===== src/rtl/uart_pkg.sv =====
// uart_pkg -- constants and types shared by the UART transmitter and receiver.
//   DATA_W      : data bits per frame (8)
//   STOP_BITS   : stop bits per frame (1)
//   uart_state_t: frame FSM state encodings. ST_PARITY is only entered when the
//                 design is built with UART_TX_PARITY_EN defined.
//   even_parity : XOR of all data bits, so the data bits plus the parity bit
//                 together hold an even number of ones.
package uart_pkg;

  localparam int DATA_W    = 8;
  localparam int STOP_BITS = 1;

  typedef enum logic [2:0] {
    ST_IDLE   = 3'd0,
    ST_START  = 3'd1,
    ST_DATA   = 3'd2,
    ST_PARITY = 3'd3,
    ST_STOP   = 3'd4
  } uart_state_t;

  function automatic logic even_parity(input logic [DATA_W-1:0] d);
    return ^d;
  endfunction

endpackage


===== src/rtl/uart_baud_tick.sv =====
// uart_baud_tick -- bit-period timer shared by the UART transmitter and receiver.
// Parameter CLK_PER_BIT: clk_i cycles per serial bit (>= 2).
// Ports:
//   clk_i   in  clock, rising edge
//   reset_i in  synchronous active-high reset
//   enable  in  counting enabled; while low the counter is held at 0 so that
//               the first bit after enabling lasts a full period
//   tick    out high in the last cycle of each bit period (counter wrap)
module uart_baud_tick #(
  parameter int CLK_PER_BIT = 16
) (
  input  logic clk_i,
  input  logic reset_i,
  input  logic enable,
  output logic tick
);

  localparam int CW_RAW = $clog2(CLK_PER_BIT);
  localparam int CW     = (CW_RAW < 1) ? 1 : CW_RAW;
  localparam logic [CW-1:0] LAST = CW'(CLK_PER_BIT - 1);

  logic [CW-1:0] r_cnt;

  // Bit-period counter: 0 .. CLK_PER_BIT-1, wrapping; parked at 0 when disabled.
  always_ff @(posedge clk_i) begin
    if (reset_i) begin
      r_cnt <= '0;
    end else if (!enable) begin
      r_cnt <= '0;
    end else if (r_cnt == LAST) begin
      r_cnt <= '0;
    end else begin
      r_cnt <= r_cnt + 1'b1;
    end
  end

  assign tick = enable && (r_cnt == LAST);

endmodule


===== src/rtl/uart_tx.sv =====
// uart_tx -- UART transmitter, 8N1 by default, 8E1 when built with the macro
// UART_TX_PARITY_EN defined (even parity bit inserted between bit 7 and stop).
// Parameter CLK_PER_BIT: clk_i cycles per serial bit (>= 2).
// Ports:
//   clk_i   in      clock, rising edge
//   reset_i in      synchronous active-high reset; aborts any frame in progress
//   valid_i in      data_i holds a byte to send
//   ready_o out     byte accepted in a cycle where valid_i && ready_o
//   data_i  in [7:0] byte to transmit, LSB first
//   tx_o    out     registered serial line, idle high
//   busy_o  out     frame in progress
module uart_tx
  import uart_pkg::*;
#(
  parameter int CLK_PER_BIT = 16
) (
  input  logic              clk_i,
  input  logic              reset_i,
  input  logic              valid_i,
  output logic              ready_o,
  input  logic [DATA_W-1:0] data_i,
  output logic              tx_o,
  output logic              busy_o
);

  localparam logic [2:0] LAST_BIT = 3'(DATA_W - 1);

  uart_state_t       r_state;
  logic [DATA_W-1:0] r_shift;
  logic [2:0]        r_bit_idx;
  logic              r_tx;
  logic              r_ready;
  logic              r_busy;
`ifdef UART_TX_PARITY_EN
  logic              r_parity;
`endif

  logic w_tick;
  logic w_enable;

  // The bit timer runs for the whole frame and restarts from 0 at every start bit.
  assign w_enable = (r_state != ST_IDLE);

  uart_baud_tick #(
    .CLK_PER_BIT(CLK_PER_BIT)
  ) u_baud (
    .clk_i  (clk_i),
    .reset_i(reset_i),
    .enable (w_enable),
    .tick   (w_tick)
  );

  // Frame FSM; tx_o, ready_o and busy_o are all registered alongside the state.
  always_ff @(posedge clk_i) begin
    if (reset_i) begin
      r_state   <= ST_IDLE;
      r_shift   <= '0;
      r_bit_idx <= 3'd0;
      r_tx      <= 1'b1;
      r_ready   <= 1'b1;
      r_busy    <= 1'b0;
`ifdef UART_TX_PARITY_EN
      r_parity  <= 1'b0;
`endif
    end else begin
      case (r_state)
        ST_IDLE: begin
          if (valid_i && r_ready) begin
            r_shift  <= data_i;
            r_tx     <= 1'b0;
            r_ready  <= 1'b0;
            r_busy   <= 1'b1;
            r_state  <= ST_START;
`ifdef UART_TX_PARITY_EN
            r_parity <= even_parity(data_i);
`endif
          end
        end
        ST_START: begin
          if (w_tick) begin
            r_tx      <= r_shift[0];
            r_shift   <= r_shift >> 1;
            r_bit_idx <= 3'd0;
            r_state   <= ST_DATA;
          end
        end
        ST_DATA: begin
          if (w_tick) begin
            if (r_bit_idx == LAST_BIT) begin
`ifdef UART_TX_PARITY_EN
              r_tx    <= r_parity;
              r_state <= ST_PARITY;
`else
              r_tx    <= 1'b1;
              r_state <= ST_STOP;
`endif
            end else begin
              r_tx      <= r_shift[0];
              r_shift   <= r_shift >> 1;
              r_bit_idx <= r_bit_idx + 3'd1;
            end
          end
        end
`ifdef UART_TX_PARITY_EN
        ST_PARITY: begin
          if (w_tick) begin
            r_tx    <= 1'b1;
            r_state <= ST_STOP;
          end
        end
`endif
        ST_STOP: begin
          // ready_o rises in the cycle right after the last stop-bit cycle.
          if (w_tick) begin
            r_tx    <= 1'b1;
            r_ready <= 1'b1;
            r_busy  <= 1'b0;
            r_state <= ST_IDLE;
          end
        end
        default: begin
          // Unreachable encodings recover to a clean idle line.
          r_tx    <= 1'b1;
          r_ready <= 1'b1;
          r_busy  <= 1'b0;
          r_state <= ST_IDLE;
        end
      endcase
    end
  end

  assign tx_o    = r_tx;
  assign ready_o = r_ready;
  assign busy_o  = r_busy;

endmodule


===== config.mk =====
export PLATFORM = sky130hd
export DESIGN_NAME = uart_tx
export DESIGN_NICKNAME = d
export VERILOG_FILES = /design/src/rtl/uart_pkg.sv /design/src/rtl/uart_baud_tick.sv /design/src/rtl/uart_tx.sv
export SDC_FILE = /design/constraint.sdc
export NUM_CORES = 1
export LEC_CHECK = 0
export ABC_AREA = 0
export CAP_MARGIN = 20
export CORE_ASPECT_RATIO = 1.2
export CORE_MARGIN = 1
export CORE_UTILIZATION = 45
export DETAILED_ROUTE_END_ITERATION = 10
export PLACE_DENSITY_LB_ADDON = 0.05
export SYNTH_ARGS = -nofsm -noshare
export SYNTH_HDL_FRONTEND = slang
export SYNTH_HIERARCHICAL = 1
export SYNTH_SLANG_ARGS = --single-unit

===== constraint.sdc =====
create_clock -name clk_i -period 6.3 [get_ports clk_i]
set_input_delay 1.575 -clock clk_i [delete_from_list [all_inputs] [get_ports clk_i]]
set_output_delay 1.575 -clock clk_i [all_outputs]
set_load 0.03 [all_outputs]

Yosys cells after proc, flatten, opt, wreduce, memory -nomap -nowiden
Cells that the tools add are included.
{"block": "word_totals", "regBits": 21, "input_bits": 11, "out_inout_bits": 3, "wordCells": 59}
{"block": "op_classes", "n_addsub": 2, "n_eq_ne": 11, "muxes": 24, "n_bitwise": 2, "reduce_logical": 13}
{"operator": "$mux 8", "count": 4}
{"operator": "$pmux 8 s3", "count": 1}
{"operator": "$mux 3", "count": 7}
{"operator": "$pmux 3 s4", "count": 1}
{"operator": "$reduce_and 5->1", "count": 2}
{"operator": "$reduce_and 4->1", "count": 2}
{"operator": "$mux 1", "count": 7}
{"operator": "$eq 3x3->1 const B", "count": 2}
{"operator": "$ne 2x1->1 const B", "count": 3}
{"operator": "$ne 2x2->1 const B", "count": 3}
{"operator": "$pmux 1 s3", "count": 2}
{"operator": "$pmux 3 s2", "count": 1}
{"operator": "$reduce_bool 3->1", "count": 2}
{"operator": "$add 4x1->4 const B", "count": 1}
{"operator": "$eq 4x4->1 const B", "count": 1}
{"operator": "$pmux 1 s4", "count": 1}
{"operator": "$add 3x1->3 const B", "count": 1}
{"operator": "$eq 3x1->1 const B", "count": 1}
{"operator": "$eq 3x2->1 const B", "count": 1}
{"operator": "$logic_not 3->1", "count": 1}
{"operator": "$reduce_and 3->1", "count": 1}
{"operator": "$reduce_or 3->1", "count": 1}
{"operator": "$logic_and 1x1->1", "count": 2}
{"operator": "$not 1->1", "count": 2}
{"operator": "other kinds (2)", "count": 2}

Longest topological paths before layout
{"block": "logic_depth", "ltp_word": 4, "mapped_depth": 10, "mapped_depth_nobuf": 7}

Cells and area by module
Netlist, hierarchy kept.
{"mod": "uart_tx", "n_inst": 1, "cells_per_inst": 97, "area_each_um2": 898.4}
{"mod": "uart_baud_tick", "n_inst": 1, "cells_per_inst": 17, "area_each_um2": 157.7}

Worst setup path before layout
No wires, ideal clock.
{"block": "synth_path", "path_kind": "input -> register", "start": "in valid_i", "end": "reg r_shift[3]", "t_arrival_ns": 2.539, "required_time_ns": 6.221, "slack_ns": 3.681, "cell_stages": 5, "path_buffers": 1, "path_cell_list": "a211oi_1 > a2111oi_4 > buf_6 > nor2_2 > a211oi_2"}
{"block": "synth_between", "elab_chain_len": 3}
{"element": "from (decl)", "line": "uart_tx.sv:19", "text": "input logic valid_i,"}
{"element": "$logic_and 1x1->1", "line": "uart_tx.sv:68", "text": "if (valid_i && r_ready) begin"}
{"element": "$ne 2x2->1 (no line)"}
{"element": "$reduce_and 5->1 (no line)"}
{"element": "to (signal assigned)", "line": "uart_tx.sv:69", "text": "r_shift <= data_i;"}
{"element": "to (signal assigned)", "line": "uart_tx.sv:82", "text": "r_shift <= r_shift >> 1;"}
{"element": "to (signal assigned)", "line": "uart_tx.sv:99", "text": "r_shift <= r_shift >> 1;"}
{"element": "to (decl)", "line": "uart_tx.sv:29", "text": "logic [DATA_W-1:0] r_shift;"}
No other way between the ends.
A chain may end at the register's enable or synchronous reset.

Worst setup path after layout
{"block": "layout_path", "start": "in valid_i", "end": "reg r_shift[6]"}
Same word-level chain as after synthesis.

==> results.sh <==
export IMPL_status="finished, final reports clean"
export IMPL_drive_above_1_share_pct=8.13
export IMPL_netlist_instances=114
export IMPL_area_delta_synth_final_pct=13.9
export IMPL_grt_antenna_before_repair=0
export IMPL_crit_type="input pin to register"
export IMPL_grt_max_degree=21
export IMPL_end_kind="register"
export IMPL_comb_power_share_pct=40.0
export IMPL_avgRoutedWirePerCell_um=11.8
export IMPL_num_nets_final=138
export IMPL_ant_nets=0
export IMPL_drt_vias_per_instance=5.30
export IMPL_clkSinkCount=21
export IMPL_synth_adder_area_share_pct=3.55
export IMPL_worst_slew_pin_transition_ns=0.876
export IMPL_power_frac_clock_pct=14.6
export IMPL_dpl_hpwl_um=1280
export IMPL_yosysWarnings=6
export IMPL_seq_area_frac_synth_pct=39.8
export IMPL_netlist_area_leader_share_pct=39.8
export IMPL_finalHoldViolCount=0
export IMPL_cap_violations=0
export IMPL_fin_setup_tns_ns=0
export IMPL_grt_overflow=0
export IMPL_fin_crit_ns=3.17
export IMPL_clk_path_buf_depth=2
export IMPL_row_count=18
export IMPL_fin_hold_ws_ns=0.455
export IMPL_grt_pass1_wl_um=2990
export IMPL_hold_buffers=0
export IMPL_grtUsageTotal_pct=16.4
export IMPL_cts_root_buf="clkbuf_4"
export IMPL_drcViolationCount=0
export IMPL_die_h_um=55.1
export IMPL_fp_dieW_um=46.2
export IMPL_synth_xor_area_share_pct=3.20
export IMPL_cts_resized=0
export IMPL_clock_latency_ns=0.30
export IMPL_cts_made_buffers=3
export IMPL_initial_core_util_pct=49.4
export IMPL_finClkSkew_ns=0.00244
export IMPL_place_gp_congestion=0.723
export IMPL_htreeDepth=1
export IMPL_switching_share_pct=36.9
export IMPL_synthesis_nets=128
export IMPL_routed_wl_um=1800
export IMPL_cts_setup_buffers=0
export IMPL_core_area_mm2=0.00214
export IMPL_irDropWorstVdd_uv=197
export IMPL_grt_pass1_vias=665
export IMPL_synth_top_family_by_area="simple AND/OR/NAND/NOR gates"
export IMPL_numPortBuffers=13
export IMPL_power_internal_uw=274
export IMPL_setup_viol=0
export IMPL_rsz0062_at_grt="no"
export IMPL_synth_distinct_cells=34
export IMPL_ys_ff_latch=21
export IMPL_vias=811
export IMPL_cp_start_kind="input pin"
export IMPL_required_ns=6.51
export IMPL_diodes=0
export IMPL_initialDrtViolationCount=11
export IMPL_yosys_top_cells_area="dfxtp_1 40%, mux2i_1 8.5%, nor2_1 5.3%, a211oi_1 4.3%, ha_1 3.6%"
export IMPL_power_switching_uw=160
export IMPL_hold_path_class="register to register"
export IMPL_slew_viol_final=0
export IMPL_synth_compound_area_share_pct=19.1
export IMPL_syn_cell_area_mm2=0.00106
export IMPL_synth_simple_area_share_pct=19.5
export IMPL_critical_path_arrival_ns=3.38
export IMPL_synthMuxAreaShare_pct=8.53
export IMPL_cp_max_fo=15
export IMPL_tritoncts="built"
export IMPL_yosysTopAreaCell="dfxtp_1"
export IMPL_clk_pin_slew_ns=0.11
export IMPL_leakagePower_nw=0.447
export IMPL_relSlewSlack_pct=41.6
export IMPL_syn_avg_cell_area_um2=9.26
export IMPL_fin_crit_sh_pct=50.3
export IMPL_drtPass1Iterations=4
export IMPL_dieArea_mm2=0.00255
export IMPL_seq_power_share_pct=45.3
export IMPL_fmax_mhz=316
export IMPL_power_density_mw_per_mm2=362
export IMPL_io_pins=14
## cells in the mapped netlist (all sizes together)
library cell  count
clkbuf            3
nor4b             1
dfxtp            21
nor3              5
inv               5
nor2b             3
o32ai             1
buf               5
nand3             2
and2b             1
a22oi             2
a32oi             1
or3               3
ha                3
xnor2             1
a2111oi           1
nand2b            2
o21ai             4
nand3b            2
a211oi            8
a21oi             5
o21a              1
nor2             18
xor2              2
mux2i             9
nand2             2
o31a              1
nor3b             1
o32a              1
## final timing paths
path,end,startpoint,slack [ns],cells past startpoint
setup reg to reg,r_shift[6]$_SDFFE_PP0P_,r_state[0]$_SDFFE_PP0P_,3.62,7
hold / removal,u_baud/r_cnt[0]$_SDFF_PP0_,u_baud/r_cnt[0]$_SDFF_PP0_,0.45,1
setup / recovery,r_shift[6]$_SDFFE_PP0P_,valid_i,3.13,5
hold reg to reg,u_baud/r_cnt[0]$_SDFF_PP0_,u_baud/r_cnt[0]$_SDFF_PP0_,0.45,1
## through the flow
stage	area (um2)	util, %	setup slack (ns)	std cells	total power [mW]
final	1200	56.2	3.13	153	0.435
after detailed placement	1180	55.0	2.79	149	0.375
after global placement	1180	55.0	2.84	149	0.372
after global routing	1200	56.2	2.99	153	0.468
after floorplan	1060	-	3.68	114	0.345
after CTS	1200	56.2	3.11	153	0.440
## metal layers
layer	share of wire, %	vias to the layer above	track usage, %
met5	0	-	0
met4	3.3	0	10.8
met3	3.5	7	2.27
met2	45	17	23.5
met1	49	359	22.7
li1	-	428	-
## area by class of cell
type	instances	area (um2)
fillers	196	937
clock buffers	4	26.3
multi-input cells	80	569
repair buffers	13	130
well taps	30	37.5
flip-flops and latches	21	420
inverters	5	18.8
## state kept, by name, indices dropped and copies added (netlist names)
| name | count |
|---|---|
| u_baud/r_cnt | 4 |
| r_bit_idx | 3 |
| tx_o | 1 |
| ready_o | 1 |
| busy_o | 1 |
| r_state | 3 |
| r_shift | 8 |
## critical path, stage by stage
cell and delay [ns]:
clkdlybuf4s50_1 0.48, a211oi_1 0.15, a2111oi_4 0.85, nor2_1 0.08, a211oi_1 0.24
## power by group through the flow
stage	logic, mW	registers (mW)	clock network (mW)
2_1_floorplan	0.142	0.203	0
5_1_grt	0.191	0.203	0.0739
4_1_cts	0.176	0.196	0.0678
3_3_place_gp	0.173	0.199	0
6_report	0.174	0.197	0.0637
3_5_place_dp	0.176	0.199	0
## cell usage in the layout, fill, tap and decap left out
cell type / count
o32a_1: 1
ha_1: 3
a32oi_1: 1
nor2b_1: 3
clkdlybuf4s50_1: 13
dfxtp_1: 21
o21ai_0: 4
nor4b_1: 1
o32ai_1: 1
a22oi_1: 2
nand3b_1: 2
inv_1: 5
a211oi_1: 6
and2b_1: 1
nor2_1: 15
nor3_1: 5
clkbuf_1: 1
nor2_2: 3
o31a_1: 1
nand2b_1: 2
o21a_1: 1
clkbuf_4: 3
a211oi_2: 2
nor3b_1: 1
xnor2_1: 1
nand3_1: 2
or3_1: 3
nand2_1: 2
a2111oi_4: 1
mux2i_1: 9
xor2_2: 1
a21oi_1: 5
xor2_1: 1
## cell families after synthesis
logic type / count (synthesis)
multiplexers: 9
AND/OR/NAND/NOR: 40
AO/OA/AOI/OAI: 25
adder cells (fa/ha/maj): 3
flip-flops: 21
buffers and inverters: 13
XOR/XNOR: 3
No activity file was read; power rests on OpenSTA's default activity.
